<file path="src/rtl/clk_reset_pkg.sv">
// Shared definitions for the DCM reset sequencer: state encodings and
// small elaboration-time helpers used to size the internal counters.
package clk_reset_pkg;

   typedef enum logic [2:0] {
      DCM_RST   = 3'd0,
      WAIT_LOCK = 3'd1,
      SETTLE    = 3'd2,
      CALIB     = 3'd3,
      RUN       = 3'd4,
      FAIL      = 3'd5
   } state_t;

   localparam int LOSS_CNT_W = 8;

   function automatic int max3(input int a, input int b, input int c);
      int m;
      m = (a > b) ? a : b;
      return (m > c) ? m : c;
   endfunction

   // Bits needed to count 0..n-1, never less than one.
   function automatic int width_for(input int n);
      return (n <= 2) ? 1 : $clog2(n);
   endfunction

endpackage

</file>
<file path="src/rtl/sync_2ff.sv">
// Two-flop synchronizer for a single asynchronous level signal.
module sync_2ff (
   input  logic clk,
   input  logic rst,
   input  logic i_d,
   output logic o_q
);

   logic r_meta;
   logic r_sync;

   // Capture the async level, then re-register it to let metastability settle.
   always_ff @(posedge clk) begin
      if (rst) begin
         r_meta <= 1'b0;
         r_sync <= 1'b0;
      end else begin
         r_meta <= i_d;
         r_sync <= r_meta;
      end
   end

   assign o_q = r_sync;

endmodule

</file>
<file path="src/rtl/clk_reset_seq.sv">
// Reset sequencer behind the DCM: pulses the DCM reset, waits for a stable
// lock with timeout and bounded retries, then releases the DDR controller
// reset followed by the system reset. Lock loss in RUN re-sequences.
module clk_reset_seq
   import clk_reset_pkg::*;
#(
   parameter int DCM_RST_CYCLES = 4,
   parameter int LOCK_TIMEOUT   = 65536,
   parameter int STABLE_CYCLES  = 1024,
   parameter int MAX_RETRY      = 7
) (
   input  logic                  clk,
   input  logic                  rst,
   input  logic                  dcm_locked,
   input  logic                  ddr_calib_done,
   output logic                  dcm_rst,
   output logic                  ddr_rst,
   output logic                  sys_rst,
   output logic                  ready,
   output logic                  fail,
   output logic [LOSS_CNT_W-1:0] lock_loss_cnt
);

   localparam int CNT_W   = width_for(max3(DCM_RST_CYCLES, LOCK_TIMEOUT, STABLE_CYCLES));
   localparam int RETRY_W = width_for(MAX_RETRY + 1);

   // Terminal counts: the state advances on the edge where the counter holds N-1.
   localparam logic [CNT_W-1:0]   DCM_RST_LAST = CNT_W'(DCM_RST_CYCLES - 1);
   localparam logic [CNT_W-1:0]   LOCK_LAST    = CNT_W'(LOCK_TIMEOUT - 1);
   localparam logic [CNT_W-1:0]   STABLE_LAST  = CNT_W'(STABLE_CYCLES - 1);
   localparam logic [RETRY_W-1:0] RETRY_MAX    = RETRY_W'(MAX_RETRY);
   localparam logic [LOSS_CNT_W-1:0] LOSS_SAT  = '1;

   logic                  w_lk;
   logic                  w_cal;
   logic                  w_retry_evt;
   state_t                w_state_next;

   state_t                r_state;
   logic [CNT_W-1:0]      r_cnt;
   logic [RETRY_W-1:0]    r_retry;
   logic                  r_dcm_rst;
   logic                  r_ddr_rst;
   logic                  r_sys_rst;
   logic                  r_ready;
   logic                  r_fail;
   logic [LOSS_CNT_W-1:0] r_loss_cnt;

   sync_2ff u_sync_lock (
      .clk (clk),
      .rst (rst),
      .i_d (dcm_locked),
      .o_q (w_lk)
   );

   sync_2ff u_sync_cal (
      .clk (clk),
      .rst (rst),
      .i_d (ddr_calib_done),
      .o_q (w_cal)
   );

   // Next-state decision; a lock drop always outranks calibration done,
   // and a lock seen on the timeout cycle outranks the timeout.
   always_comb begin
      w_retry_evt  = 1'b0;
      w_state_next = r_state;
      case (r_state)
         DCM_RST: begin
            if (r_cnt == DCM_RST_LAST) w_state_next = WAIT_LOCK;
         end
         WAIT_LOCK: begin
            if (w_lk)                    w_state_next = SETTLE;
            else if (r_cnt == LOCK_LAST) w_retry_evt  = 1'b1;
         end
         SETTLE: begin
            if (!w_lk)                     w_retry_evt  = 1'b1;
            else if (r_cnt == STABLE_LAST) w_state_next = CALIB;
         end
         CALIB: begin
            if (!w_lk)      w_retry_evt  = 1'b1;
            else if (w_cal) w_state_next = RUN;
         end
         RUN: begin
            if (!w_lk) w_state_next = DCM_RST;
         end
         FAIL: begin
            w_state_next = FAIL;
         end
         default: begin
            w_state_next = DCM_RST;
         end
      endcase
      if (w_retry_evt) w_state_next = (r_retry == RETRY_MAX) ? FAIL : DCM_RST;
   end

   // State, counters and outputs; outputs are decoded from the next state so
   // they change on the same edge as the state register.
   always_ff @(posedge clk) begin
      if (rst) begin
         r_state    <= DCM_RST;
         r_cnt      <= '0;
         r_retry    <= '0;
         r_dcm_rst  <= 1'b1;
         r_ddr_rst  <= 1'b1;
         r_sys_rst  <= 1'b1;
         r_ready    <= 1'b0;
         r_fail     <= 1'b0;
         r_loss_cnt <= '0;
      end else begin
         r_state <= w_state_next;

         if (w_state_next != r_state)
            r_cnt <= '0;
         else if (r_state inside {DCM_RST, WAIT_LOCK, SETTLE})
            r_cnt <= r_cnt + 1'b1;

         if (w_retry_evt && (r_retry != RETRY_MAX))
            r_retry <= r_retry + 1'b1;
         else if (w_state_next == RUN)
            r_retry <= '0;

         if ((r_state == RUN) && !w_lk && (r_loss_cnt != LOSS_SAT))
            r_loss_cnt <= r_loss_cnt + 1'b1;

         r_dcm_rst <= (w_state_next == DCM_RST);
         r_ddr_rst <= !((w_state_next == CALIB) || (w_state_next == RUN));
         r_sys_rst <= (w_state_next != RUN);
         r_ready   <= (w_state_next == RUN);
         r_fail    <= (w_state_next == FAIL);
      end
   end

   assign dcm_rst       = r_dcm_rst;
   assign ddr_rst       = r_ddr_rst;
   assign sys_rst       = r_sys_rst;
   assign ready         = r_ready;
   assign fail          = r_fail;
   assign lock_loss_cnt = r_loss_cnt;

endmodule

</file>
<file path="config.mk">
export PLATFORM = sky130hd
export DESIGN_NAME = clk_reset_seq
export DESIGN_NICKNAME = d
export VERILOG_FILES = /design/src/rtl/clk_reset_pkg.sv /design/src/rtl/sync_2ff.sv /design/src/rtl/clk_reset_seq.sv
export SDC_FILE = /design/constraint.sdc
export NUM_CORES = 1
export LEC_CHECK = 0
export CAP_MARGIN = 5
export CELL_PAD_IN_SITES_DETAIL_PLACEMENT = 1
export CELL_PAD_IN_SITES_GLOBAL_PLACEMENT = 2
export CORE_UTILIZATION = 36
export DETAILED_ROUTE_END_ITERATION = 16
export GPL_TIMING_DRIVEN = 0
export PLACE_DENSITY_LB_ADDON = 0.1
export SLEW_MARGIN = 0
export SYNTH_ARGS = -nofsm -noshare
export SYNTH_HDL_FRONTEND = slang
export SYNTH_SLANG_ARGS = --single-unit
</file>
<file path="constraint.sdc">
create_clock -name clk -period 2.1 [get_ports clk]
set_clock_uncertainty 0.05 [all_clocks]
set_input_delay 0.42 -clock clk [delete_from_list [all_inputs] [get_ports clk]]
set_output_delay 0.42 -clock clk [all_outputs]
set_load 0.005 [all_outputs]
</file>
==> results of run 1 <==
repair_timing:
action                                  CTS  global route
endpoints found under the setup margin   14            16
pin swaps                                 1             1
gates resized for setup                   2             8
Yosys cell counts (3+ instances only):
| cell | number | share of area [%] |
|---|---|---|
| sky130_fd_sc_hd__nand2b_1 | 5 | 1.5 |
| sky130_fd_sc_hd__nand2_1 | 21 | 3.9 |
| sky130_fd_sc_hd__nor2_1 | 20 | 3.7 |
| sky130_fd_sc_hd__xor2_1 | 8 | 3.4 |
| sky130_fd_sc_hd__and2_1 | 5 | 1.5 |
| sky130_fd_sc_hd__nor3_1 | 12 | 2.9 |
| sky130_fd_sc_hd__nor4_1 | 3 | 0.92 |
| sky130_fd_sc_hd__nand4_1 | 8 | 2.5 |
| sky130_fd_sc_hd__dfxtp_1 | 39 | 38 |
| sky130_fd_sc_hd__buf_2 | 4 | 0.98 |
| sky130_fd_sc_hd__xnor2_1 | 13 | 5.6 |
| sky130_fd_sc_hd__nand3_1 | 11 | 2.7 |
| sky130_fd_sc_hd__a21oi_1 | 8 | 2.0 |
| sky130_fd_sc_hd__buf_6 | 4 | 2.2 |
| sky130_fd_sc_hd__a211oi_1 | 7 | 2.6 |
| sky130_fd_sc_hd__ha_1 | 4 | 2.5 |
| sky130_fd_sc_hd__and4_1 | 3 | 1.3 |
| sky130_fd_sc_hd__nor2b_1 | 7 | 2.1 |
worst max-delay path by stage:
stage	end	slack (ps)	cells after the start
finish	r_retry[0]	160	7
global placement	r_cnt[11]	-90	6
CTS	r_retry[0]	30	7
global route	r_cnt[3]	4	7
floorplan	r_retry[0]	240	7
detailed placement	r_cnt[1]	-90	6
cells in the final DEF (no fill, tap or decap), types with 4 or more instances in the layout:
cell                              count
sky130_fd_sc_hd__a211oi_1             7
sky130_fd_sc_hd__a21oi_1              8
sky130_fd_sc_hd__and2_1               5
sky130_fd_sc_hd__buf_2                4
sky130_fd_sc_hd__buf_6                4
sky130_fd_sc_hd__clkbuf_8             6
sky130_fd_sc_hd__clkdlybuf4s50_1     15
sky130_fd_sc_hd__dfxtp_1             36
sky130_fd_sc_hd__nand2_1             21
sky130_fd_sc_hd__nand2b_1             5
sky130_fd_sc_hd__nand3_1             10
sky130_fd_sc_hd__nand4_1              8
sky130_fd_sc_hd__nor2_1              19
sky130_fd_sc_hd__nor2b_1              7
sky130_fd_sc_hd__nor3_1              12
sky130_fd_sc_hd__xnor2_1             13
sky130_fd_sc_hd__xor2_1               8
through the flow:
| step | setup TNS (ps) | hold WS [ps] |
|---|---|---|
| 2_1_floorplan | 0 | 364 |
| 3_3_place_gp | -919 | 365 |
| 3_5_place_dp | -1020 | 381 |
| 4_1_cts | 0 | 393 |
| 5_1_grt | 0 | 415 |
| 6_report | 0 | 393 |
area by class of cell:
| type | count | area (um^2) | share of cell area (%) |
|---|---|---|---|
| Clock buffer | 6 | 82.6 | 3.43 |
| Tap cell | 72 | 90.1 | 3.74 |
| Sequential cell | 39 | 785 | 32.6 |
| Timing Repair Buffer | 15 | 150 | 6.24 |
| Multi-Input combinational cell | 175 | 1220 | 50.6 |
| Buffer | 10 | 72.6 | 3.02 |
| Inverter | 1 | 3.75 | 0.156 |
| Clock inverter | 1 | 5.00 | 0.208 |
kinds of logic (layout without fill, tap and decap cells):
group | count (synthesis) | count (layout)
compound gates | 37 | 37
xor+xnor | 21 | 21
fa+ha+maj | 4 | 4
buf+inv | 11 | 33
flops | 39 | 39
mux | 1 | 1
simple gates | 112 | 112
power breakdown:
part | switching (mW) | leakage, nW | internal, mW | total [mW]
registers | 0.0268 | 0.317 | 0.771 | 0.798
logic | 0.140 | 0.511 | 0.0991 | 0.239
clock network | 0.251 | 0.0470 | 0.258 | 0.509
total | 0.418 | 0.875 | 1.13 | 1.55
registers in the layout, summed over array words and instances, names as in the netlist:
signal,flops
u_sync_cal.r_meta,1
u_sync_cal.o_q,1
u_sync_lock.o_q,1
ready,1
ddr_rst,1
dcm_rst,1
r_cnt,16
r_state,3
lock_loss_cnt,8
fail,1
sys_rst,1
r_retry,3
u_sync_lock.r_meta,1
metal layers:
metal  GRT usage [%]  vias to the layer above  part of all wire, %
li1                -                      847                    -
met1            21.6                      829                   46
met2            32.9                       17                   51
met3            3.93                        5                  1.8
met4            4.53                        0                 0.88
met5               0                        -                    0
critical path, stage by stage (launching register included):
cell	delay, ps
sky130_fd_sc_hd__dfxtp_2	370
sky130_fd_sc_hd__ha_2	230
sky130_fd_sc_hd__nand3_4	110
sky130_fd_sc_hd__nor4_4	340
sky130_fd_sc_hd__and3b_1	230
sky130_fd_sc_hd__buf_6	140
sky130_fd_sc_hd__nor4_1	90
sky130_fd_sc_hd__mux2_4	280
==> PnR_summary.wiki, run 1 <==
{| class="wikitable"
! Metric !! Value
|-
| Critical path start-end classification || flip-flop to flip-flop
|-
| Filler instances || between 600 and 700
|-
| Number of CTS-inserted buffers || 5
|-
| Number of top-level pins || 17
|-
| Post-layout nets || around 260
|-
| Gr usage total || between 15 and 20%
|-
| Worst setup path startpoint || r_cnt[0]
|-
| Count of flip-flops with a built-in enable after synthesis || 0
|-
| Worst IR drop on VDD || 0.000276 V
|-
| Critical register-to-register path startpoint || r_cnt[0]
|-
| Via count of the first global-routing pass || about 1700
|-
| Die width || 77.2 um
|-
| Dominant synthesized flop cell || sky130_fd_sc_hd__dfxtp_1
|-
| Number of synthesized register bits || 39
|-
| # diodes || 0
|-
| Yosys cell types || between 40 and 50
|-
| RSZ-0062 raised after global routing || no
|-
| Routed wire per std cell || between 15 and 20 um
|-
| Fraction of synthesis flops using an asynchronous set or reset pin || 0%
|-
| Final weighted congestion in routability-driven placement || between 0.7 and 0.8
|-
| Cell area reported after detailed placement || ~2300 um^2
|-
| Sum of routed wire length over all layers || between 4000 and 5000 um
|-
| Initial drt markers || 36
|-
| Type of destination of the critical path || flip-flop
|-
| Worst Tran Pin Value || about 550 ps
|-
| Sink Count || 39
|-
| Post-CTS Hold Buffers || 0
|-
| Number of max-cap violations || 0
|-
| Data required, critical path || ~2200 ps
|-
| Reg-to-reg setup timing slack || 160 ps
|-
| Max H-tree Level || 2
|-
| Wire length of the first global-routing pass || roughly 8500 um
|-
| Hold endpoint || u_sync_cal.o_q
|-
| Synthesized Nets || ~230
|-
| Mean area per synthesized cell || slightly above 9 um^2
|-
| Compound-Gate Fraction of Synth Area || between 10% and 20%
|-
| Tmin final || a little under 2000 ps
|-
| Post-Synthesis Cells || 225
|-
| Worst-case reg-to-reg path depth || 7
|-
| Num rows || 27
|-
| Post-synthesis to final-layout area growth || 18.1%
|-
| Clock-pin slew on the worst setup and hold paths || 80 ps
|-
| Multiplexer share of the synthesized area || less than 1%
|-
| Worst Min Path Start || u_sync_cal.r_meta
|-
| Layout Cell Area excl Fill || around 2400 um^2
|-
| Ratio of cells with drive above 1 in the final layout || 15.8%
|-
| Largest fanout on the critical path || 6
|-
| Final setup violation count || 0
|-
| Worst Setup Slack post-DPL || -94.2 ps
|-
| Core Area || about 5500 um^2
|-
| Pleak || 0.875 nW
|-
| Total die area || between 5000 and 6000 um^2
|-
| Cell area after synthesis || ~2000 um^2
|-
| Initial DRT Pass Iterations || 4
|-
| Xor-xnor portion of the synthesized cell area || under 10%
|-
| Worst R2R End || r_retry[0]
|-
| Via count || 1698
|-
| Sequential fraction of the synthesis area || between 30% and 40%
|-
| Area share of and/or/nand/nor cells after synthesis || between 30% and 40%
|-
| Data arrival, critical path || 2070 ps
|-
| Largest net degree at the start of global routing || 12
|-
| Initial antenna violation count || 0
|-
| Final hold violations || 0
|-
| Worst slew margin relative to its limit || 63.3%
|-
| Run status || finished clean
|-
| CTS tree || done
|-
| Sum of overflow across all layers after global routing || 0
|-
| IO Port Bufs || 15
|-
| Number of stages on the worst hold path || 1
|-
| Number of instances in the placed design || roughly 310
|-
| Fraction of the mapped netlist area in adder cells || approximately 2.5%
|-
| Remaining antenna violation count || 0
|-
| CTS root buffer || sky130_fd_sc_hd__clkbuf_8
|-
| Peak Freq || between 500 and 600 MHz
|-
| Slack of the critical path || ~160 ps
|-
| Clock network latency to the later pin of the worst-skew pair || between 200 and 300 ps
|-
| Number of remaining DRC errors || 0
|-
| Clock buffer depth || 2
|-
| Initial Utilization || between 30% and 40%
|-
| Max-slew violation total from the final report || 0
|-
| Final Util || 44.0%
|-
| Power Density || roughly 640 nW/um^2
|-
| Crit share post-route || around 93%
|-
| Type of the tightest min-delay check || flip-flop to flip-flop
|-
| Routed via count divided by cell count || around 5.3
|-
| Warning count from the yosys run || 0
|-
| Worst Setup Start Kind || flip-flop
|-
| Die Ht || 77.2 um
|-
| Overall Power || between 1.5 and 2 mW
|-
| Post-CTS setup buffer count || 0
|-
| Total half-perimeter wirelength after legalization and detailed placement || roughly 3600 um
|-
| Post-route non-filler standard cell count || about 320
|-
| Main combinational cell family by area after synthesis || simple AND/OR/NAND/NOR gates
|}
No activity file was read; power rests on OpenSTA's default activity.
==> inputs of run 2 (changes only) <==
CTS_CLUSTER_DIAMETER = 30   (was unset)
==> results of run 2 <==
No change in the layout: final DEF, timing and power equal those of run 1.
